--- config.mk ---
export PLATFORM = sky130hd
export DESIGN_NAME = mult_control
export DESIGN_NICKNAME = d
export VERILOG_FILES = /design/src/rtl/mult_pkg.sv /design/src/rtl/mult_step_cnt.sv /design/src/rtl/mult_control.sv
export SDC_FILE = /design/constraint.sdc
export NUM_CORES = 1
export LEC_CHECK = 0
export CAP_MARGIN = 20
export CORE_AREA = 5 5 42 44
export DETAILED_ROUTE_END_ITERATION = 8
export DIE_AREA = 0 0 47 49
export PLACE_DENSITY = 0.59
export SYNTH_ARGS = -nofsm -noshare
export SYNTH_HDL_FRONTEND = slang
export SYNTH_SLANG_ARGS = --single-unit
--- constraint.sdc ---
create_clock -name Clk -period 1.64 [get_ports Clk]
set_input_delay 0.328 -clock Clk [delete_from_list [all_inputs] [get_ports Clk]]
set_output_delay 0.328 -clock Clk [all_outputs]
set_load 0.02 [all_outputs]
--- src/rtl/mult_pkg.sv ---
// Shared types and defaults for the shift-add signed multiplier controller.
package mult_pkg;

  localparam int WIDTH_DEF = 8;
  localparam int CNT_W     = $clog2(WIDTH_DEF);

  typedef enum logic [2:0] {
    IDLE  = 3'd0,
    CLR   = 3'd1,
    ADD   = 3'd2,
    SHIFT = 3'd3,
    HOLD  = 3'd4
  } state_t;

endpackage

--- src/rtl/mult_step_cnt.sv ---
// Iteration counter: sync clear, enable-increment, flags the final iteration.
module mult_step_cnt #(
  parameter int WIDTH = 8,
  parameter int CW    = 3
) (
  input  logic clk_i,
  input  logic rst_ni,
  input  logic clr_i,
  input  logic inc_i,
  output logic last_o
);

  logic [CW-1:0] cnt_q;

  always_ff @(posedge clk_i) begin
    if (!rst_ni || clr_i) cnt_q <= '0;
    else if (inc_i)       cnt_q <= cnt_q + 1'b1;
  end

  assign last_o = (cnt_q == CW'(WIDTH - 1));

endmodule

--- src/rtl/mult_control.sv ---
// Sequencer for the shift-add signed multiplier: one CLR, then WIDTH ADD/SHIFT
// pairs, the final ADD subtracting so the result is two's-complement.
module mult_control
  import mult_pkg::*;
#(
  parameter int WIDTH = WIDTH_DEF
) (
  input  logic Clk,
  input  logic Reset_n,
  input  logic Run,
  input  logic ClearA_LoadB,
  input  logic M,
  output logic Clr_XA,
  output logic Ld_B,
  output logic Ld_XA,
  output logic Sub,
  output logic Shift_En,
  output logic Busy,
  output logic Done
);

  localparam int CW = (WIDTH > 1) ? $clog2(WIDTH) : 1;

  state_t state_q, state_d;
  logic   cnt_clr, cnt_inc, last;

  mult_step_cnt #(.WIDTH(WIDTH), .CW(CW)) u_cnt (
    .clk_i  (Clk),
    .rst_ni (Reset_n),
    .clr_i  (cnt_clr),
    .inc_i  (cnt_inc),
    .last_o (last)
  );

  always_ff @(posedge Clk) begin
    if (!Reset_n) state_q <= IDLE;
    else          state_q <= state_d;
  end

  always_comb begin
    state_d  = state_q;
    Clr_XA   = 1'b0;
    Ld_B     = 1'b0;
    Ld_XA    = 1'b0;
    Sub      = 1'b0;
    Shift_En = 1'b0;
    Busy     = 1'b0;
    Done     = 1'b0;
    cnt_clr  = 1'b0;
    cnt_inc  = 1'b0;
    unique case (state_q)
      IDLE: begin
        // Run wins over a simultaneous load request
        if (Run) begin
          state_d = CLR;
        end else if (ClearA_LoadB) begin
          Clr_XA = 1'b1;
          Ld_B   = 1'b1;
        end
      end
      CLR: begin
        Clr_XA  = 1'b1;
        Busy    = 1'b1;
        cnt_clr = 1'b1;
        state_d = ADD;
      end
      ADD: begin
        Ld_XA   = M;
        Sub     = M & last;
        Busy    = 1'b1;
        state_d = SHIFT;
      end
      SHIFT: begin
        Shift_En = 1'b1;
        Busy     = 1'b1;
        if (last) begin
          state_d = HOLD;
        end else begin
          cnt_inc = 1'b1;
          state_d = ADD;
        end
      end
      HOLD: begin
        Done = 1'b1;
        if (!Run) state_d = IDLE;
      end
      default: state_d = IDLE;
    endcase
  end

endmodule

* Word level (Yosys, flattened, before mapping)
Index checks and enable logic that the tools add are counted.
** Storage, ports and cells
- Register bits :: 6
- Input port bits :: 5
- Output and inout bits :: 7
- Logic and storage cells :: 32
** Cells by class
- Add/sub/neg operators :: 1
- Equal/unequal tests :: 7
- Mux-type cells :: 16
- Bitwise operators :: 1
- Reduce and logical (&&, ||, !) cells :: 5
** Operator list (number)
- 3-bit case mux with 5 select lines :: 1
- 1-bit two-way mux :: 11
- 3-bit two-way mux :: 3
- 3-bit by 2-bit == test with 1-bit output, second input constant :: 2
- 3-bit == test, second input constant :: 2
- 2-bit != test, second input constant :: 2
- 3-bit by 1-bit adder with 3-bit output, second input constant :: 1
- 3-bit by 1-bit == test with 1-bit output, second input constant :: 1
- 3-bit zero test :: 1
- 3-bit OR reduction :: 1
- 1-bit case mux with 2 select lines :: 1
- 2-bit AND reduction :: 1
- 1-bit AND :: 1
- 1-bit zero test :: 1
- 1-bit logical OR :: 1

* Longest topological paths before layout
- Depth after elaboration :: 3
- Mapped depth :: 5
- Mapped depth without buffers :: 5

* Hierarchy
A second synthesis with hierarchy kept.
** Second synthesis, totals
- Cells, all modules :: 36
- Area total of the unflattened synthesis :: 357.8 um2
** Modules (own cells, without submodules)
- mult_control :: times used 1, cells an instance 24, area an instance 226.5 um2, seq. area each 60.1 um2
- mult_step_cnt :: times used 1, cells an instance 12, area an instance 131.4 um2, seq. area each 60.1 um2

* Least setup slack after synthesis
Ideal clock, no wire load.
- Path kind :: reg2out
- From :: register state_q[1]
- To :: output Clr_XA
- Data arrival time :: 1.073 ns
- Required time :: 1.312 ns
- Slack :: 0.239 ns
- Stages on the path, launching flop included :: 4
- Buffers on the path :: 0
- Cell sequence :: dfxtp_1 > nor2_1 > and3_1 > nand2b_1
** Between the ends
- Cells in the longest elaborated chain, start to end :: 2
- Elaborated cells on any way between the ends :: 3
- Those cells by class :: 1 x eq/ne; 1 x mux; 1 x reduce/logical
** Ends and longest elaborated chain
- start, declared :: line mult_control.sv:24 : state_t state_q, state_d;
- start signal, assigned :: line mult_control.sv:37 : else state_q <= state_d;
- 3-bit by 1-bit == test with 1-bit output or 3-bit zero test (tied branches) :: line mult_control.sv:51 : unique case (state_q)
- 1-bit case mux with 2 select lines (*) :: line mult_control.sv:51
- end, declared :: line mult_control.sv:13 : output logic Clr_XA,
Every way passes the cells marked *; elsewhere a longest branch is shown, timed or not.

* Worst setup path after layout
- From :: input M
- To :: output Sub
** Between the ends
- Cells in the longest elaborated chain, start to end :: 2
** Ends and longest elaborated chain
- start, declared :: line mult_control.sv:12 : input logic M,
- 1-bit AND :: line mult_control.sv:69 : Sub = M & last;
- 1-bit two-way mux :: line mult_control.sv:51
- end, declared :: line mult_control.sv:16 : output logic Sub,
Every way passes these cells.

==> impl_results.md <==
* Status: complete, no violations
* WP data arrival at 1.27 ns
* DRT Pass-1 Iters at 1
* RSZ-0062 raised after global routing: no
* CP required at roughly 1.3 ns
* Area grow syn2layout at 61.74%
* Syn avg cell area at 10.01 µm²
* Period utilization at 0.9738
* Clock tree buffer depth at 2
* Worst path cell trace: clkdlybuf4s50_1 > and4bb_2 > and2_1 > buf_2
* Buf/Inv on CP at 2
* Crit-path leading delay family: buffers and inverters
* IO Count at 12
* Design internal power at 0.2819 mW
* Setup WS pre-CTS at -0.4101 ns
* GRT Total Usage at 0.07264
* Met2 wire len at 366 µm
* CTS buffer count at 3
* Library cells used by synthesis at 19
* Commonest non-fill, non-tap cells in the layout: buf_4, nor2_1, dfxtp_1
* Clock skew at ~0.0045 ns
* Filler cells at approximately 160
* Clock share of power at 0.350
* Drt drc at 0
* Relative slew slack at 0.8377
* Final setup viols at 0
* Largest fanout on the critical path at 2
* Maximum clock rate at ~630 MHz
* Least-Margin Pin Slew at ~0.24 ns
* Seq/Total Area, Yosys at 0.3636
* Peak VDD IR at between 0.5 and 0.6 mV
* Yosys reg bits at 6
* Wirelength per Cell at 10.45 µm
* Port bufs at 11
* Syn Std Cell Area at 330.3 µm²
* Number of global-route vias before repair at between 300 and 400
* Antenna violations before repair at 0
* DR top layer: met4
* TritonCTS clock tree: yes
* Logic pwr share at 0.230
* Chip height at 49 µm
* Sequential power share at 0.420
* Worst-path clk slew at roughly 0.050 ns
* Class of the worst hold path: register to register
* Pin count of the biggest net entering global routing at 8
* Die Wd at 47 µm
* Min Tclk post-route at 1.597 ns
* Hold WS at ~0.50 ns
* Vias post-DR at between 300 and 400
* Share of cells above drive strength 1 at 0.4364
* Final RePlAce weighted congestion at between 0.6 and 0.7
* Vias per cell at roughly 4.6
* Met3 WL post-DR at 42 µm
* Sw Pwr at approximately 0.09 mW
* Power density over the cells at 695.5 mW/mm²
* Setup Crit Path Kind: input port to output port
* Htree depth at 1
* Slew Viols, Final at 0
* Switch share at 0.2414
* Clock sink total at 6
* Root Driver: clkbuf_4
* First-pass GRT wire length at roughly 1200 µm
* Fin nets at 64
* Die area at ~0.0023 mm²
* Commonest non-fill, non-tap cell in the layout: buf_4
* Post-synthesis cell count at 33
* Post-route setup slack at about 0.043 ns
* Core box area at about 0.0014 mm²
* # rows at 14
* Max_cap viols at 0
* Syn nets at 40
* N_diodes at 0
* Pleak at between 0.2 and 0.3 nW
* Drt initial violations at 0
* Post-route ant nets at 0
* Drt total wl at around 740 µm
* Largest stage delay, worst path at between 0.4 and 0.5 ns
* Crit-path slowest cell: clkdlybuf4s50_1
* Final Hold Fails at 0
* YS warnings at 0
* M1 WL at 323 µm
* CTS Hold Bufs at 0
* Worst setup EP type: output port
* Startpoint Class: input port
* Worst skew pair latency at about 0.24 ns
* GRT overflow at 0
* HPWL after detailed placement at ~620 µm
* Initial Util at 0.2357
[final timing paths]
path	from	end	slack (ns)	cells after the start
worst max-delay path	M	Sub	0.04	4
worst min register to register	u_cnt.cnt_q[1]	u_cnt.cnt_q[1]	0.50	2
worst max register to register	u_cnt.cnt_q[0]	u_cnt.cnt_q[1]	0.13	6
worst min-delay path	u_cnt.cnt_q[1]	u_cnt.cnt_q[1]	0.50	2
[metrics by stage]
| stage | cell area [µm²] | std cells | TNS, ns | total power, mW | util |
|---|---|---|---|---|---|
| 2_1_floorplan | 330.3 | 33 | 0 | 0.1953 | - |
| 3_3_place_gp | 516.7 | 68 | -1.472 | 0.2487 | 0.3688 |
| 3_5_place_dp | 516.7 | 68 | -1.504 | 0.2500 | 0.3688 |
| 4_1_cts | 530.5 | 71 | -0.01636 | 0.3798 | 0.3786 |
| 5_1_grt | 534.3 | 71 | 0 | 0.3946 | 0.3813 |
| 6_report | 534.3 | 71 | 0 | 0.3716 | 0.3813 |
[cell type report]
type	count	area, µm²	share of cell area
well taps	16	20.02	0.03747
flip-flops and latches	6	121.4	0.2272
repair buffers	20	168.9	0.3162
clock buffers	3	22.52	0.04215
multi-input cells	26	201.4	0.3770
[routing by layer]
layer	vias to the layer above	track usage
met2	7	0.1176
met1	149	0.07285
met4	0	0.05530
li1	166	-
met5	-	0
met3	2	0.02214
[kinds of logic (layout without fill, tap and decap cells)]
family	Yosys count	in the layout	synth area share
flip-flops	6	6	0.3637
buffers and inverters	1	23	0.03409
AO/OA/AOI/OAI	1	1	0.02652
multiplexers	2	2	0.06061
adder cells (fa/ha/maj)	2	2	0.07575
XOR/XNOR	1	1	0.02652
AND/OR/NAND/NOR	20	20	0.4129
[power by group through the flow]
stage | Combinational (mW) | Clock (mW) | Sequential [mW]
after floorplan | 0.0363 | 0 | 0.159
after global placement | 0.0908 | 0 | 0.158
after detailed placement | 0.0918 | 0 | 0.158
after CTS | 0.0854 | 0.139 | 0.155
after global routing | 0.0929 | 0.145 | 0.157
final | 0.0856 | 0.130 | 0.156
[cells in the mapped netlist]
cell | count | area (µm²)
and2_2 | 1 | 7.510
nor4b_1 | 1 | 8.760
nand2_1 | 1 | 3.750
and4bb_4 | 1 | 16.27
nor2b_1 | 1 | 6.260
nor2_1 | 7 | 26.28
nand3_1 | 1 | 5.000
and3b_2 | 1 | 10.01
or3b_1 | 1 | 8.760
and4bb_2 | 2 | 25.02
xnor2_1 | 1 | 8.760
and3_1 | 1 | 6.260
dfxtp_1 | 6 | 120.1
nand2b_1 | 1 | 6.260
mux2i_1 | 2 | 20.02
buf_6 | 1 | 11.26
a32oi_1 | 1 | 8.760
and2_1 | 1 | 6.260
ha_1 | 2 | 25.02
[worst reg2reg max path, stage by stage (launching register included)]
cell and delay [ns]:
dfxtp_1 0.31, ha_1 0.20, ha_1 0.19, buf_4 0.14, and4bb_4 0.33, mux2i_1 0.19
nor2_1 0.05
[state kept, by name (all words and copies together) (netlist names)]
signal,cells
u_cnt.cnt_q,3
state_q,3
[repair_timing]
action / CTS / global route
buffers inserted: 0 / 0
endpoints found under the setup margin: 7 / 7
cloned: 0 / 0
gates resized for setup: 19 / 5
pin swaps: 0 / 1
No activity file was read; power rests on OpenSTA's default activity.
